==> config.mk <==
export PLATFORM = sky130hd
export DESIGN_NAME = dmem_arbiter
export DESIGN_NICKNAME = d
export VERILOG_FILES = /design/src/rtl/dmem_arbiter.sv
export SDC_FILE = /design/constraint.sdc
export NUM_CORES = 1
export LEC_CHECK = 0
export CAP_MARGIN = 40
export CELL_PAD_IN_SITES_DETAIL_PLACEMENT = 1
export CELL_PAD_IN_SITES_GLOBAL_PLACEMENT = 2
export CORE_AREA = 5 5 181 183
export CTS_BUF_LIST = sky130_fd_sc_hd__clkbuf_4 sky130_fd_sc_hd__clkbuf_8
export CTS_CLUSTER_SIZE = 10
export DETAILED_ROUTE_END_ITERATION = 8
export DIE_AREA = 0 0 186 188
export MAX_ROUTING_LAYER = met4
export PLACE_DENSITY_LB_ADDON = 0.08
export SYNTH_ARGS = -nofsm -noshare
export SYNTH_HDL_FRONTEND = slang
export SYNTH_SLANG_ARGS = --single-unit
==> constraint.sdc <==
create_clock -name clk -period 4.5 [get_ports clk]
set_input_delay 0.9 -clock clk [delete_from_list [all_inputs] [get_ports clk]]
set_output_delay 0.9 -clock clk [all_outputs]
set_load 0.01 [all_outputs]
==> src/rtl/dmem_arbiter.sv <==
// Data-memory arbiter: core MEM stage has priority, debug port is guaranteed a steal after MAX_WAIT lost cycles.
// Optional grant counters are enabled with the DMEM_ARB_STATS_EN macro.
module dmem_arbiter #(
  parameter int N        = 64,
  parameter int AW       = 6,
  parameter int MAX_WAIT = 8
) (
  input  logic          clk,
  input  logic          reset,
  input  logic          core_req,
  input  logic          core_we,
  input  logic [N-1:0]  core_addr,
  input  logic [N-1:0]  core_wdata,
  output logic [N-1:0]  core_rdata,
  output logic          core_stall,
  input  logic          dbg_req,
  input  logic          dbg_we,
  input  logic [AW-1:0] dbg_addr,
  input  logic [N-1:0]  dbg_wdata,
  output logic          dbg_ack,
  output logic [N-1:0]  dbg_rdata,
  output logic          mem_we,
  output logic          mem_re,
  output logic [AW-1:0] mem_addr,
  output logic [N-1:0]  mem_wdata,
  input  logic [N-1:0]  mem_rdata
`ifdef DMEM_ARB_STATS_EN
  ,
  output logic [31:0]   core_grants,
  output logic [31:0]   dbg_grants
`endif
);

  typedef enum logic {IDLE, ACK} state_t;

  state_t     state;
  logic [7:0] wait_cnt;
  logic       dbg_elig;
  logic       steal;
  logic       dbg_own;
  logic       core_own;
  logic       unused_addr_bits;

  assign unused_addr_bits = ^{core_addr[N-1:AW+3], core_addr[2:0]};

  always_comb begin
    dbg_elig = dbg_req && (state == IDLE);
    steal    = dbg_elig && core_req && (wait_cnt >= 8'(MAX_WAIT));
    dbg_own  = dbg_elig && (!core_req || steal);
    core_own = core_req && !dbg_own;
  end

  // Gating with reset keeps the memory quiet while reset is held low.
  always_comb begin
    mem_we    = 1'b0;
    mem_re    = 1'b0;
    mem_addr  = '0;
    mem_wdata = '0;
    if (reset && dbg_own) begin
      mem_we    = dbg_we;
      mem_re    = ~dbg_we;
      mem_addr  = dbg_addr;
      mem_wdata = dbg_wdata;
    end else if (reset && core_own) begin
      mem_we    = core_we;
      mem_re    = ~core_we;
      mem_addr  = core_addr[AW+2:3];
      mem_wdata = core_wdata;
    end
  end

  assign core_rdata = mem_rdata;
  assign core_stall = reset && steal;
  assign dbg_ack    = (state == ACK);

  always_ff @(posedge clk or negedge reset) begin
    if (!reset) begin
      state     <= IDLE;
      wait_cnt  <= 8'd0;
      dbg_rdata <= '0;
    end else begin
      case (state)
        IDLE: if (dbg_own) begin
          state <= ACK;
          if (!dbg_we) dbg_rdata <= mem_rdata;
        end
        ACK:  state <= IDLE;
        default: state <= IDLE;
      endcase
      // Counts only cycles where an eligible request lost the port to the core.
      if (!dbg_req || dbg_own)
        wait_cnt <= 8'd0;
      else if (dbg_elig && core_req && wait_cnt != 8'hFF)
        wait_cnt <= wait_cnt + 8'd1;
    end
  end

`ifdef DMEM_ARB_STATS_EN
  always_ff @(posedge clk or negedge reset) begin
    if (!reset) begin
      core_grants <= 32'd0;
      dbg_grants  <= 32'd0;
    end else begin
      if (core_own) core_grants <= core_grants + 32'd1;
      if (dbg_own)  dbg_grants  <= dbg_grants + 32'd1;
    end
  end
`endif

endmodule
==> results.json, run 1 <==
{
  "postCtsSetupRepairBufs": 0,
  "pwr-share-clk_pct": 23.9,
  "cts_buffer_depth": 2,
  "cpPeakStageDelay_ns": 0.57,
  "path_clk_slew_ns": 0.09,
  "maxCapViolCount": 0,
  "slew_headroom_pct": 55.7,
  "rsz0062_at_grt": "no",
  "top_layer_used": "met4",
  "worstSetupPathType": "input pin to primary output",
  "ys_ff_latch": 73,
  "fp.dieW_um": 186,
  "placed_cell_area_mm2": 0.00820,
  "cp_max_fo": 26,
  "internal_power_w": 0.00167,
  "outcome": "completed",
  "irDropWorstVdd_mv": 0.157,
  "viasPerCell": 3.68,
  "synth_top_area_cell": "dfrtp_1",
  "cellPowerDensity_mw_per_mm2": 280,
  "yosys_warnings": 0,
  "insertion_delay_ns": 0.36,
  "min_period_over_period_pct": 93.1,
  "crit_required_ns": 3.60,
  "ant_nets": 0,
  "power_w": 0.00236,
  "grt_pass1_wl_mm": 30.9,
  "synth_area_leaders": "dfrtp_1 45%, mux2_2 16%, a22o_1 15%",
  "root_buffer": "clkbuf_8",
  "wl_met3_mm": 1.51,
  "netlist_top_cells_count": "73 x dfrtp_1, 71 x a22o_1, 65 x buf_4",
  "critPathSlowestCell": "nor2_4",
  "worst_path_most_repeated_cell": "clkdlybuf4s50_1",
  "p_sw_w": 0.000689,
  "p_comb_share_pct": 40.3,
  "synth_seq_area_share_pct": 45.1,
  "worstSetupEndpointType": "primary output",
  "final_max_slew_viol_count": 0,
  "syn_inst": 336,
  "drtPass1Iterations": 4,
  "hold_path.class": "register to register",
  "ctsResizeCount": 0,
  "grt_pass1_vias": 4532,
  "cts_made_buffers": 9,
  "switching_share_pct": 29.2,
  "worstMarginPinSlew_ns": 0.663,
  "drc": 0,
  "async_flop_share_pct": 100,
  "holdWs_ns": 0.496,
  "dp_hpwl_mm": 18.6,
  "hold_viol": 0,
  "dr_wl_met2_mm": 12.4,
  "holdBufCountCts": 0,
  "synth_nets": 606,
  "gp_congestion": 0.834,
  "synthToLayoutAreaGrowth_pct": 108,
  "cts_tree": "yes",
  "routedWlPerCell_um": 20.2,
  "setup_tns_ns": 0,
  "skew_ns": 0.0252,
  "instances_no_fill": 1094,
  "synth_area_mm2": 0.00405,
  "synth.top_cell.area_share_pct": 45.1,
  "fmax_mhz": 239,
  "final_cell_area_mm2": 0.00842,
  "htree_levels": 3,
  "portBuffers": 411,
  "leakagePower_nw": 3.23,
  "ioPinCount": 470,
  "grt_max_degree": 44,
  "vias": 4031,
  "power_frac_seq_pct": 35.8,
  "overflow": 0,
  "cp.arrival_ns": 3.29,
  "die_y_um": 188,
  "yosysMostFrequentCell": "dfrtp_1",
  "dp.cells": 1076,
  "die_area_mm2": 0.0350,
  "synth_ff_type": "dfrtp_1",
  "antenna_found_initial": 2,
  "drive_gt1_share_pct": 13.2,
  "clock_sinks": 73,
  "start_util_pct": 13.0,
  "drt_iter0_drc": 91,
  "routed_wl_mm": 22.1,
  "startpoint_type": "input pin",
  "min_period_ns": 4.19,
  "m1WireLength_mm": 7.81,
  "fill_cells": 3481,
  "track_usage_pct": 12.3,
  "ys_types": 30,
  "synth_area_per_cell_um2": 12.0,
  "synth_edf_count": 0,
  "final-setup-viol-count": 0,
  "finalNetCount": 955,
  "fp.coreArea_mm2": 0.0311,
  "worstPathCellList": "clkdlybuf4s50_1 > nand2b_1 > a21oi_1 > nor2_4 > buf_16 > buf_4 > a22o_1 > clkdlybuf4s50_1",
  "rows": 65
}
==> worst paths after layout <==
kind | from | to | slack (ns) | cells past startpoint
setup / recovery | dbg_req | mem_wdata[31] | 0.31 | 8
hold reg to reg | dbg_rdata[18] | dbg_rdata[18] | 0.50 | 1
max in group asynchronous | reset | dbg_rdata[41] | 3.06 | 4
min in group asynchronous | reset | dbg_rdata[2] | 0.52 | 2
setup reg to reg | wait_cnt[3] | dbg_rdata[20] | 2.55 | 5
hold / removal | dbg_rdata[18] | dbg_rdata[18] | 0.50 | 1
==> routing by layer <==
metal	GRT usage [%]	up-vias
met5	-	-
met4	2.75	0
met3	3.98	19
met2	23.0	171
met1	12.4	1960
li1	-	1881
==> cell type report <==
type	count	area (um2)	area share, %
Multi-Input combinational cell	175	1600	19.0
Inverter	3	11.3	0.134
Clock inverter	6	73.8	0.877
Antenna cell	2	5.00	0.0595
Timing Repair Buffer	423	4260	50.6
Clock buffer	10	138	1.64
Tap cell	402	503	5.98
Sequential cell	73	1830	21.7
==> power groups by stage <==
stage               Sequential, W  Clock [W]  Combinational (W)
finish                   0.000845   0.000563           0.000950
global placement         0.000851          0           0.000967
global route             0.000860   0.000634            0.00101
detailed placement       0.000857          0           0.000971
floorplan                0.000915          0           0.000262
CTS                      0.000847   0.000604           0.000977
==> placed cells by master, fill, tap and decap left out, drive strengths merged, types with 3 or more instances in the layout <==
| cell type | instances |
|---|---|
| clkdlybuf4s50 | 410 |
| nor2 | 10 |
| mux2 | 64 |
| a22o | 71 |
| nor3 | 3 |
| clkbuf | 10 |
| dfrtp | 73 |
| inv | 5 |
| buf | 13 |
| nand2 | 3 |
| a21oi | 5 |
==> flip-flops by register name (all words and copies together) (netlist names) <==
name	flops
wait_cnt	8
dbg_rdata	64
dbg_ack	1
==> cells by family after synthesis <==
| family | share of synthesized area [%] |
|---|---|
| muxes | 18.1 |
| xor gates and xnor gates | 0.216 |
| DFF | 45.1 |
| buffers and inverters | 15.5 |
| AOI/OAI and AO/OA | 17.3 |
| adders and majority gates | 0.618 |
| and+or+nand+nor | 3.15 |
==> worst max-delay path, delay by kind of cell <==
kind / cells / cell delay, ns
compound gates: 2 / 0.24
simple gates: 2 / 0.68
buf+inv: 4 / 1.44
==> through the flow <==
step / utilization, % / setup slack [ns]
6_report: 27.1 / 0.311
5_1_grt: 27.1 / 0.137
4_1_cts: 27.1 / 0.280
3_5_place_dp: 26.4 / 0.292
3_3_place_gp: 26.2 / -0.0377
2_1_floorplan: - / 1.68
Note: power is estimated with default switching activity, not from simulation.
==> run 2: changes to the inputs <==
--- a/config.mk
+++ b/config.mk
@@ -13,6 +13,7 @@
 export CTS_CLUSTER_SIZE = 10
 export DETAILED_ROUTE_END_ITERATION = 8
 export DIE_AREA = 0 0 186 188
+export GPL_TIMING_DRIVEN = 0
 export MAX_ROUTING_LAYER = met4
 export PLACE_DENSITY_LB_ADDON = 0.08
 export SYNTH_ARGS = -nofsm -noshare
==> results.json, run 2 (synthesis results as in run 1) <==
{
  "cellPowerDensity_mw_per_mm2": 270,
  "fmax_mhz": 235,
  "worst_path_most_repeated_cell": "clkdlybuf4s50_1",
  "placed_cell_area_mm2": 0.00869,
  "dp_hpwl_mm": 19.7,
  "fp.coreArea_mm2": 0.0311,
  "skew_ns": 0.0251,
  "min_period_over_period_pct": 94.7,
  "final_max_slew_viol_count": 0,
  "ioPinCount": 470,
  "grt_max_degree": 48,
  "power_w": 0.00241,
  "track_usage_pct": 12.8,
  "maxCapViolCount": 0,
  "crit_required_ns": 3.60,
  "final_common_cell": "clkdlybuf4s50_1",
  "leakagePower_nw": 3.58,
  "slew_headroom_pct": 51.9,
  "htree_levels": 3,
  "pre_cts_ws_ns": 0.0641,
  "ant_nets": 0,
  "worstSetupEndpointType": "primary output",
  "startpoint_type": "input pin",
  "drc": 0,
  "rows": 65,
  "multi_input_area_mm2": 0.00159,
  "largest_reg_flops": 64,
  "postCtsSetupRepairBufs": 0,
  "mostFrequentLayoutCells": "410 x clkdlybuf4s50_1, 73 x dfrtp_1, 71 x a22o_1",
  "instances_no_fill": 1168,
  "outcome": "completed",
  "dp.cells": 1150,
  "critPathTopFamily": "buffers and inverters",
  "viasPerCell": 3.69,
  "cts_buffer_depth": 2,
  "hold_viol": 0,
  "regArea_mm2": 0.00183,
  "grt_pass1_wl_mm": 32.3,
  "drt_iter0_drc": 91,
  "fp.dieW_um": 186,
  "rsz0062_at_grt": "no",
  "worstSetupPathType": "input pin to primary output",
  "cts_made_buffers": 9,
  "start_util_pct": 13.0,
  "insertion_delay_ns": 0.36,
  "critPathSlowestCell": "clkdlybuf4s50_1",
  "setup_slack_ns": 0.239,
  "overflow": 0,
  "antenna_found_initial": 3,
  "portBuffers": 411,
  "worstPathCellList": "clkdlybuf4s50_1 > nand2b_1 > a31oi_1 > and2_1 > buf_2 > a22o_1 > clkdlybuf4s50_1",
  "routedWlPerCell_um": 19.5,
  "irDropWorstVdd_mv": 0.109,
  "final_cell_area_mm2": 0.00891,
  "cp.arrival_ns": 3.36,
  "die_y_um": 188,
  "clock_sinks": 73,
  "min_period_ns": 4.26,
  "fill_cells": 3503,
  "die_area_mm2": 0.0350,
  "cts_tree": "yes",
  "grt_pass1_vias": 4930,
  "gp_congestion": 0.813,
  "worstMarginPinSlew_ns": 0.720,
  "final-setup-viol-count": 0,
  "drtPass1Iterations": 4,
  "top_register": "dbg_rdata",
  "cpPeakStageDelay_ns": 0.57,
  "drive_gt1_share_pct": 21.4,
  "routed_wl_mm": 22.7,
  "root_buffer": "clkbuf_8",
  "path_clk_slew_ns": 0.10,
  "crit_buf_inv": 3,
  "hold_path.class": "input pin to async pin",
  "finalNetCount": 1028,
  "cp_max_fo": 10,
  "synthToLayoutAreaGrowth_pct": 120,
  "vias": 4306
}
## run 2: changes by cell type in the layout (fill, tap and decap cells not counted), moves of 2 or more
cell	delta
buf_12	-3
buf_2	+14
buf_4	+57
buf_6	+5
clkinvlp_4	-2
## run 2: power breakdown
| part | internal, W | switching (W) |
|---|---|---|
| Clock | 0.000274 | 0.000298 |
| Combinational | 0.000642 | 0.000354 |
| Sequential | 0.000781 | 0.0000620 |
## run 2: final cells by class
cell class / count / area share [%]
Timing Repair Buffer: 412 / 46.4
Sequential cell: 73 / 20.5
Multi-Input combinational cell: 175 / 17.9
Buffer: 84 / 6.89
Tap cell: 402 / 5.64
Clock buffer: 9 / 1.39
Clock inverter: 7 / 1.07
Inverter: 3 / 0.126
Antenna cell: 3 / 0.0842
## run 2: timing repair
action                                  in CTS  in global routing
gates resized for setup                      0                  1
hold buffers                                 0                  0
endpoints found under the setup margin       0                  3
## run 2: layer usage
metal | routed length (um) | global-route usage (%) | vias up
met4 | 306 | 2.83 | 0
li1 | - | - | 2024
met3 | 1750 | 4.13 | 17
met2 | 12800 | 24.1 | 173
met1 | 7900 | 12.7 | 2092
met5 | 0 | - | -
## run 2: final timing paths
kind	from	endpoint	slack [ns]	cells past startpoint
worst min register to register	dbg_rdata[44]	dbg_rdata[44]	0.49	1
worst max-delay path	dbg_req	mem_wdata[7]	0.24	7
min in group clk	dbg_rdata[44]	dbg_rdata[44]	0.49	1
worst min-delay path	reset	dbg_rdata[32]	0.46	1
max in group asynchronous	reset	wait_cnt[1]	3.42	2
worst max register to register	wait_cnt[3]	dbg_rdata[47]	2.39	5
## run 2: stage by stage
stage / hold WS (ns) / setup TNS [ns] / utilization, %
floorplan: 0.482 / 0 / -
global placement: 0.470 / -219.78 / 27.9
detailed placement: 0.480 / 0 / 28.0
CTS: 0.438 / 0 / 28.7
global route: 0.456 / 0 / 28.7
finish: 0.459 / 0 / 28.7
